## src/rtl/core_jmp_multi_pkg.sv

```systemverilog
`default_nettype none
// ============================================================================
//  Module      : core_jmp_multi_pkg
//  Description : Shared pipeline types for the multi-lane branch resolver.
//                Defines the BPU prediction/correction records, the branch
//                target-type encodings and the compare-type bit positions.
//  Revision    : 1.0  initial release
// ============================================================================
package core_jmp_multi_pkg;

    // Branch target classes
    localparam logic [1:0] _BPU_TARGET_NPC    = 2'd0;
    localparam logic [1:0] _BPU_TARGET_CALL   = 2'd1;
    localparam logic [1:0] _BPU_TARGET_RETURN = 2'd2;
    localparam logic [1:0] _BPU_TARGET_IMM    = 2'd3;

    // cmp_type bit positions: bit0 selects signed compare, bits 3..1 enable
    // the r1<r0, r1==r0 and r1>r0 outcomes respectively.
    localparam int c_CMP_SIGNED = 0;
    localparam int c_CMP_GT     = 1;
    localparam int c_CMP_EQ     = 2;
    localparam int c_CMP_LT     = 3;

    // Return-address-stack pointer and miss-type widths
    localparam int c_RAS_W      = 3;
    localparam int c_RAS_MISS_W = 2;

    localparam logic [c_RAS_W-1:0] c_RAS_ONE = 1;

    typedef struct packed {
        logic               taken;        // predicted taken
        logic [1:0]         target_type;  // predicted target class
        logic [31:0]        predict_pc;   // predicted target address
        logic               pc_off;       // slot of the predicted branch in its fetch pair
        logic [c_RAS_W-1:0] ras_ptr;      // RAS pointer at prediction time
    } bpu_predict_t;

    typedef struct packed {
        logic [31:0]             pc;
        logic                    miss;
        logic                    true_taken;
        logic                    true_conditional_jmp;
        logic [1:0]              true_target_type;
        logic [31:0]             true_target;
        logic [c_RAS_W-1:0]      ras_ptr;
        logic [c_RAS_MISS_W-1:0] ras_miss_type;
    } bpu_correct_t;

endpackage
`default_nettype wire

```

## src/rtl/core_jmp_lane.sv

```systemverilog
`default_nettype none
// ============================================================================
//  Module      : core_jmp_lane
//  Description : Combinational resolution of one branch lane: operand
//                compare, misprediction detection, redirect address and
//                BPU correction record.
//  Ports       : i_valid, i_target_type, i_cmp_type, i_predict, i_pc,
//                i_target, i_r0, i_r1  -> lane inputs
//                o_miss          lane mispredicted
//                o_need_update   lane needs a BPU correction
//                o_redirect_pc   resolved next PC for this lane
//                o_corr          correction record for this lane
//  Revision    : 1.0  initial release
// ============================================================================
module core_jmp_lane
    import core_jmp_multi_pkg::*;
(
    input  logic         i_valid,
    input  logic [1:0]   i_target_type,
    input  logic [3:0]   i_cmp_type,
    input  bpu_predict_t i_predict,
    input  logic [31:0]  i_pc,
    input  logic [31:0]  i_target,
    input  logic [31:0]  i_r0,
    input  logic [31:0]  i_r1,
    output logic         o_miss,
    output logic         o_need_update,
    output logic [31:0]  o_redirect_pc,
    output bpu_correct_t o_corr
);

    logic [32:0] w_r0_ext;
    logic [32:0] w_r1_ext;
    logic [2:0]  w_cmp;
    logic        w_true_taken;
    logic        w_cond_jmp;
    logic        w_dir_mismatch;
    logic        w_type_mismatch;

    // Prepending ~sign for signed compares maps two's complement onto an
    // order-preserving unsigned range, so one unsigned comparator serves both.
    assign w_r0_ext = {~i_r0[31] & i_cmp_type[c_CMP_SIGNED], i_r0};
    assign w_r1_ext = {~i_r1[31] & i_cmp_type[c_CMP_SIGNED], i_r1};

    // Bit order matches cmp_type[3:1]: {lt, eq, gt}
    assign w_cmp = {w_r1_ext < w_r0_ext, w_r1_ext == w_r0_ext, w_r1_ext > w_r0_ext};

    assign w_true_taken = |(w_cmp & i_cmp_type[c_CMP_LT:c_CMP_GT]);
    assign w_cond_jmp   = (|i_cmp_type[c_CMP_LT:c_CMP_GT]) & ~(&i_cmp_type[c_CMP_LT:c_CMP_GT]);

    // A taken prediction only counts if it was made for this slot of the pair
    assign w_dir_mismatch  = (i_predict.taken & (i_predict.pc_off == i_pc[2])) != w_true_taken;
    assign w_type_mismatch = i_target_type != i_predict.target_type;

    assign o_miss = i_valid & (w_true_taken | i_predict.taken)
                  & ((i_predict.predict_pc != i_target) | w_dir_mismatch);

    assign o_need_update = (i_valid & ((i_target_type != _BPU_TARGET_NPC) | w_type_mismatch))
                         | o_miss;

    assign o_redirect_pc = w_true_taken ? i_target : i_pc + 32'd4;

    always_comb begin
        o_corr                      = '0;
        o_corr.pc                   = i_pc;
        o_corr.miss                 = o_miss;
        o_corr.true_taken           = w_true_taken;
        o_corr.true_conditional_jmp = w_cond_jmp;
        o_corr.true_target_type     = i_target_type;
        o_corr.true_target          = i_target;
        o_corr.ras_ptr              = i_predict.ras_ptr;
        o_corr.ras_miss_type        = '0;
        // An unpredicted call/return means the RAS pointer was not moved
        // speculatively; apply the push/pop here and let it wrap.
        if (w_type_mismatch) begin
            if (i_target_type == _BPU_TARGET_CALL) begin
                o_corr.ras_ptr       = i_predict.ras_ptr + c_RAS_ONE;
                o_corr.ras_miss_type = '1;
            end else if (i_target_type == _BPU_TARGET_RETURN) begin
                o_corr.ras_ptr       = i_predict.ras_ptr - c_RAS_ONE;
                o_corr.ras_miss_type = '1;
            end
        end
    end

endmodule
`default_nettype wire

```

## src/rtl/core_jmp_multi.sv

```systemverilog
`default_nettype none
// ============================================================================
//  Module      : core_jmp_multi
//  Description : Multi-lane branch resolution unit. Resolves NUM_LANES
//                branches per cycle, issues a registered redirect for the
//                oldest mispredicting lane, queues BPU corrections in a
//                DEPTH-entry FIFO and keeps saturating performance counters.
//  Ports       : clk, rst_n (sync, active low), flush_i
//                valid_i/target_type_i/cmp_type_i/bpu_predict_i/pc_i/
//                target_i/r0_i/r1_i  per-lane branch inputs (lane 0 oldest)
//                ready_o             correction FIFO has a free slot
//                jmp_o/jmp_lane_o/target_o  registered redirect
//                corr_valid_o/corr_ready_i/corr_o  correction FIFO head
//                cnt_branch_o/cnt_miss_o/cnt_drop_o  saturating counters
//  Revision    : 1.0  initial release
// ============================================================================
module core_jmp_multi
    import core_jmp_multi_pkg::*;
#(
    parameter int NUM_LANES = 2,
    parameter int DEPTH     = 4,
    parameter int CNT_W     = 32
) (
    input  logic                                       clk,
    input  logic                                       rst_n,
    input  logic                                       flush_i,
    input  logic [NUM_LANES-1:0]                       valid_i,
    input  logic [NUM_LANES-1:0][1:0]                  target_type_i,
    input  logic [NUM_LANES-1:0][3:0]                  cmp_type_i,
    input  bpu_predict_t [NUM_LANES-1:0]               bpu_predict_i,
    input  logic [NUM_LANES-1:0][31:0]                 pc_i,
    input  logic [NUM_LANES-1:0][31:0]                 target_i,
    input  logic [NUM_LANES-1:0][31:0]                 r0_i,
    input  logic [NUM_LANES-1:0][31:0]                 r1_i,
    output logic                                       ready_o,
    output logic                                       jmp_o,
    output logic [$clog2(NUM_LANES > 1 ? NUM_LANES : 2)-1:0] jmp_lane_o,
    output logic [31:0]                                target_o,
    output logic                                       corr_valid_o,
    input  logic                                       corr_ready_i,
    output bpu_correct_t                               corr_o,
    output logic [CNT_W-1:0]                           cnt_branch_o,
    output logic [CNT_W-1:0]                           cnt_miss_o,
    output logic [CNT_W-1:0]                           cnt_drop_o
);

    localparam int LANE_W = $clog2(NUM_LANES > 1 ? NUM_LANES : 2);
    localparam int PTR_W  = $clog2(DEPTH);

    localparam logic [PTR_W-1:0] c_PTR_ONE = 1;
    localparam logic [PTR_W:0]   c_OCC_ONE = 1;
    localparam logic [PTR_W:0]   c_FULL    = (PTR_W+1)'(DEPTH);
    localparam logic [CNT_W-1:0] c_CNT_ONE = 1;

    // ------------------------------------------------------------------
    // Per-lane resolution
    // ------------------------------------------------------------------
    logic         [NUM_LANES-1:0]       w_miss;
    logic         [NUM_LANES-1:0]       w_need_update;
    logic         [NUM_LANES-1:0][31:0] w_redirect_pc;
    bpu_correct_t [NUM_LANES-1:0]       w_corr;

    for (genvar gi = 0; gi < NUM_LANES; gi++) begin : g_lane
        core_jmp_lane u_lane (
            .i_valid       (valid_i[gi]),
            .i_target_type (target_type_i[gi]),
            .i_cmp_type    (cmp_type_i[gi]),
            .i_predict     (bpu_predict_i[gi]),
            .i_pc          (pc_i[gi]),
            .i_target      (target_i[gi]),
            .i_r0          (r0_i[gi]),
            .i_r1          (r1_i[gi]),
            .o_miss        (w_miss[gi]),
            .o_need_update (w_need_update[gi]),
            .o_redirect_pc (w_redirect_pc[gi]),
            .o_corr        (w_corr[gi])
        );
    end

    // ------------------------------------------------------------------
    // Survival, oldest-miss select, push select and counter increments
    // ------------------------------------------------------------------
    logic [NUM_LANES-1:0] w_survive;
    logic                 w_miss_found;
    logic [LANE_W-1:0]    w_sel_lane;
    logic [31:0]          w_sel_pc;
    logic                 w_push_req;
    bpu_correct_t         w_push_data;
    logic [CNT_W-1:0]     w_extra_drop;
    logic [CNT_W-1:0]     w_branch_inc;

    always_comb begin
        logic w_lower_miss;
        w_lower_miss = 1'b0;
        w_survive    = '0;
        w_miss_found = 1'b0;
        w_sel_lane   = '0;
        w_sel_pc     = '0;
        w_push_req   = 1'b0;
        w_push_data  = '0;
        w_extra_drop = '0;
        w_branch_inc = '0;
        for (int i = 0; i < NUM_LANES; i++) begin
            // Anything younger than a mispredicting lane is on the wrong path
            w_survive[i] = valid_i[i] & ~w_lower_miss & ~flush_i;
            w_lower_miss = w_lower_miss | w_miss[i];
            if (w_survive[i]) begin
                if (target_type_i[i] != _BPU_TARGET_NPC) begin
                    w_branch_inc = w_branch_inc + c_CNT_ONE;
                end
                if (w_miss[i]) begin
                    w_miss_found = 1'b1;
                    w_sel_lane   = LANE_W'(i);
                    w_sel_pc     = w_redirect_pc[i];
                end
                if (w_need_update[i]) begin
                    if (!w_push_req) begin
                        w_push_req  = 1'b1;
                        w_push_data = w_corr[i];
                    end else begin
                        w_extra_drop = w_extra_drop + c_CNT_ONE;
                    end
                end
            end
        end
    end

    // ------------------------------------------------------------------
    // Redirect register
    // ------------------------------------------------------------------
    logic              r_jmp;
    logic [LANE_W-1:0] r_jmp_lane;
    logic [31:0]       r_target;

    always_ff @(posedge clk) begin
        if (!rst_n) begin
            r_jmp      <= 1'b0;
            r_jmp_lane <= '0;
            r_target   <= '0;
        end else begin
            r_jmp <= w_miss_found;
            if (w_miss_found) begin
                r_jmp_lane <= w_sel_lane;
                r_target   <= w_sel_pc;
            end
        end
    end

    assign jmp_o      = r_jmp;
    assign jmp_lane_o = r_jmp_lane;
    assign target_o   = r_target;

    // ------------------------------------------------------------------
    // Correction FIFO
    // ------------------------------------------------------------------
    bpu_correct_t     r_mem [DEPTH];
    logic [PTR_W-1:0] r_wr_ptr;
    logic [PTR_W-1:0] r_rd_ptr;
    logic [PTR_W:0]   r_count;
    logic             w_full;
    logic             w_pop;
    logic             w_push_ok;
    logic             w_push_drop;

    assign w_full      = r_count == c_FULL;
    assign w_pop       = corr_valid_o & corr_ready_i;
    // When full, a same-cycle pop frees the slot the write lands in
    assign w_push_ok   = w_push_req & (~w_full | w_pop);
    assign w_push_drop = w_push_req & w_full & ~w_pop;

    always_ff @(posedge clk) begin
        if (!rst_n) begin
            r_wr_ptr <= '0;
            r_rd_ptr <= '0;
            r_count  <= '0;
        end else begin
            if (w_push_ok) begin
                r_wr_ptr <= r_wr_ptr + c_PTR_ONE;
            end
            if (w_pop) begin
                r_rd_ptr <= r_rd_ptr + c_PTR_ONE;
            end
            case ({w_push_ok, w_pop})
                2'b10:   r_count <= r_count + c_OCC_ONE;
                2'b01:   r_count <= r_count - c_OCC_ONE;
                default: r_count <= r_count;
            endcase
        end
    end

    // Storage needs no reset: the head is masked while the FIFO is empty
    always_ff @(posedge clk) begin
        if (rst_n && w_push_ok) begin
            r_mem[r_wr_ptr] <= w_push_data;
        end
    end

    assign corr_valid_o = r_count != '0;
    assign ready_o      = r_count < c_FULL;
    assign corr_o       = corr_valid_o ? r_mem[r_rd_ptr] : '0;

    // ------------------------------------------------------------------
    // Saturating performance counters
    // ------------------------------------------------------------------
    logic [CNT_W-1:0] r_cnt_branch;
    logic [CNT_W-1:0] r_cnt_miss;
    logic [CNT_W-1:0] r_cnt_drop;
    logic [CNT_W-1:0] w_drop_inc;
    logic [CNT_W:0]   w_branch_sum;
    logic [CNT_W:0]   w_miss_sum;
    logic [CNT_W:0]   w_drop_sum;

    assign w_drop_inc   = w_extra_drop + {{(CNT_W-1){1'b0}}, w_push_drop};
    assign w_branch_sum = {1'b0, r_cnt_branch} + {1'b0, w_branch_inc};
    assign w_miss_sum   = {1'b0, r_cnt_miss} + {{CNT_W{1'b0}}, w_miss_found};
    assign w_drop_sum   = {1'b0, r_cnt_drop} + {1'b0, w_drop_inc};

    always_ff @(posedge clk) begin
        if (!rst_n) begin
            r_cnt_branch <= '0;
            r_cnt_miss   <= '0;
            r_cnt_drop   <= '0;
        end else begin
            r_cnt_branch <= w_branch_sum[CNT_W] ? '1 : w_branch_sum[CNT_W-1:0];
            r_cnt_miss   <= w_miss_sum[CNT_W]   ? '1 : w_miss_sum[CNT_W-1:0];
            r_cnt_drop   <= w_drop_sum[CNT_W]   ? '1 : w_drop_sum[CNT_W-1:0];
        end
    end

    assign cnt_branch_o = r_cnt_branch;
    assign cnt_miss_o   = r_cnt_miss;
    assign cnt_drop_o   = r_cnt_drop;

endmodule
`default_nettype wire

```

## config.mk

```make
export PLATFORM = sky130hd
export DESIGN_NAME = core_jmp_multi
export DESIGN_NICKNAME = d
export VERILOG_FILES = /design/src/rtl/core_jmp_multi_pkg.sv /design/src/rtl/core_jmp_lane.sv /design/src/rtl/core_jmp_multi.sv
export SDC_FILE = /design/constraint.sdc
export NUM_CORES = 1
export LEC_CHECK = 0
export ABC_AREA = 1
export CAP_MARGIN = 20
export CORE_MARGIN = 8
export CORE_UTILIZATION = 45
export DETAILED_ROUTE_END_ITERATION = 16
export PLACE_DENSITY = 0.72
export SLEW_MARGIN = 10
export SYNTH_ARGS = -nofsm -noshare
export SYNTH_HDL_FRONTEND = slang
export SYNTH_HIERARCHICAL = 1
export SYNTH_SLANG_ARGS = --single-unit
```

## constraint.sdc

```tcl
create_clock -name clk -period 7.6 [get_ports clk]
set_clock_uncertainty 0.05 [all_clocks]
set_input_delay 1.14 -clock clk [delete_from_list [all_inputs] [get_ports clk]]
set_output_delay 1.14 -clock clk [all_outputs]
set_load 0.01 [all_outputs]
```

==> results.cfg <==
[floorplan]
core_mm2 = 0.0588
io_pins = 558
die_y_um = 259
die_w_um = 259
dieArea_mm2 = 0.0672
rows = 89
initial_core_util = 0.453

[clock_network]
cts_sinks = 435
tritoncts = yes
clk_pin_slew_worst_paths_ns = 0.06
cts.path.max_buffers = 3
cts_root_buf = clkbuf_16
post_cts_resized = 0
cts_made_buffers = 48
clock_latency_ns = 0.60
cts_setup_buffers = 0
cts_htree_levels = 2
cts_hold_buf = 0

[route]
routedWlPerCell_um = 20.8
wl_mm = 94.7
vias_per_cell = 5.20
dr_total_vias = 23700
drt_first_iter_violations = 1975
first_pass_iters = 6
drc = 0
postRouteAntennaNets = 0

[synth]
synth_cell_type_count = 52
async_flop_share = 0
netlist_instances = 3373
ys.flop_type = edfxtp_1
synth_fp_nets = 3818
ys_seq_area_frac = 0.438
yosys_warnings = 6
netlist_area_mm2 = 0.0266
synth_edf_count = 296
avgSynthCellArea_um2 = 7.89
ys_seq_elements = 435

[global_routing]
grt_usage = 0.271
grt_pass1_vias = 22600
grt_max_degree = 96
overflow = 0
antenna_found_initial = 21
grt_pass1_wl_mm = 140

[placement]
gp_congestion = 0.945
io_buffer_count = 557
hpwl_mm = 70.0

[finish]
final_layout_size_suffix_gt1_frac = 0.0580
final_common_cell = nand2_1
area_growth_syn_to_layout_pct = 25.5
layout_common_cells = 825 x nand2_1, 556 x clkdlybuf4s50_1, 535 x nor2_1
fillers = 5405
nets = 4181

[setup_path]
crit_chain = clkdlybuf4s50_1, xnor2_1, nand4_1, nor4_1, nand2_1, nor2_1, nand3_1, nand2_1, inv_1, inv_1, nand4_1, nand2_1, nand3_1, nor2_4, buf_4
cpMostUsedCell = nand2_1
crit_fanout = 46
worst_setup_path_end_kind = flop
crit_required_ns = 7.76
crit_family = simple AND/OR/NAND/NOR gates
slowest_stage = nor4_1
critical-path-max-stage-delay_ns = 0.89
crit_type = in -> reg
critPathBufInv = 4
start_kind = primary input
critPathArrivalTime_ns = 6.20

[sta]
rsz0062_at_grt = no
fin_crit_ns = 6.04
period_share = 0.795
slew_headroom = 0.221
finalSetupTns_ns = 0
finalSetupViolCount = 0
worstMarginPinSlew_ns = 1.16
maxSlewViolCount = 0
fin_hold_ws_ns = 0.411
fmax_mhz = 165
hold_violations = 0

[run_status]
status = finished, final reports clean

[power]
peakVddDrop_uv = 184
power_leakage_nw = 13.3
p_per_area_mw_per_mm2 = 204

[flow_run]
maxCapViolCount = 0

[min_path]
hp-class = reg -> reg
worst reg2reg max path, delay by kind of cell (launching register included):
kind,cells,cell delay [ns]
buffers and inverters,1,0.71
flip-flops,1,0.35
AND/OR/NAND/NOR,4,1.45
metal layers:
metal / up-vias / wire [µm] / GRT usage
li1: 11600 / - / -
met1: 10900 / 36800 / 0.330
met2: 991 / 45300 / 0.458
met3: 174 / 9230 / 0.0781
met4: 28 / 3140 / 0.0929
met5: - / 205 / 0
cells by family after synthesis:
group	Yosys count	share of synthesized area
AOI/OAI and AO/OA	525	0.105
and+or+nand+nor	1607	0.259
xor gates and xnor gates	140	0.0461
buffers and inverters	573	0.107
adders and majority gates	93	0.0446
DFF	435	0.438
cell usage after synthesis (all sizes together), types with 9 or more instances:
master	count	share of area
nand2	844	0.12
nor2	563	0.085
o21ai	324	0.062
inv	304	0.043
edfxtp	296	0.33
buf	212	0.056
a21oi	148	0.029
dfxtp	139	0.10
nand3	100	0.022
ha	90	0.042
xnor2	75	0.025
xor2	65	0.021
clkbuf	56	0.0079
a31oi	36	0.0085
nand3b	29	0.0082
nand4	27	0.0088
nor3	13	0.0049
nor3b	12	0.0046
or2	9	0.0021
cell type report:
type / instances / area, µm² / share of cell area
clock buffers: 59 / 1310 / 0.0391
multi-input cells: 2365 / 12200 / 0.364
clock inverters: 28 / 353 / 0.0106
well taps: 773 / 967 / 0.0289
diodes: 10 / 25.0 / 0.000749
inverters: 305 / 1150 / 0.0345
repair buffers: 581 / 5780 / 0.173
flip-flops and latches: 435 / 11700 / 0.349
stage by stage:
step	area [µm²]	util	setup WS [ns]	instances	total power (W)
2_1_floorplan	26600	-	0.839	3373	0.00356
3_3_place_gp	31700	0.540	1.08	4459	0.00443
3_5_place_dp	31700	0.540	1.05	4459	0.00444
4_1_cts	33400	0.568	1.63	4546	0.00685
5_1_grt	33400	0.568	1.44	4551	0.00708
6_report	33400	0.568	1.56	4556	0.00680
power breakdown:
group | total [W] | switching (W) | internal, W
Combinational | 0.00173 | 0.00101 | 0.000724
Sequential | 0.00264 | 0.0000469 | 0.00260
Clock | 0.00242 | 0.00102 | 0.00141
Total | 0.00680 | 0.00207 | 0.00473
sequential cells by signal, summed over array words and instances, names as in the netlist, named ones only:
| name | flops |
|---|---|
| jmp_o | 1 |
| r_mem | 296 |
| r_wr_ptr | 2 |
| cnt_miss_o | 32 |
| cnt_drop_o | 32 |
| r_count | 3 |
| r_rd_ptr | 2 |
| cnt_branch_o | 32 |
| target_o | 32 |
| jmp_lane_o | 1 |
path summary, 6_finish.rpt:
kind / startpoint / endpoint / slack, ns / depth (start not counted)
hold reg to reg: jmp_lane_o$_SDFFE_PN0N_ / jmp_lane_o$_SDFFE_PN0N_ / 0.41 / 2
setup / recovery: target_i[4] / r_mem[1][47]$_DFFE_PP_ / 1.56 / 15
setup reg to reg: r_count[0]$_SDFFE_PN0P_ / r_mem[1][47]$_DFFE_PP_ / 4.67 / 5
hold / removal: jmp_lane_o$_SDFFE_PN0N_ / jmp_lane_o$_SDFFE_PN0N_ / 0.41 / 2
Note: power is estimated with default switching activity, not from simulation.
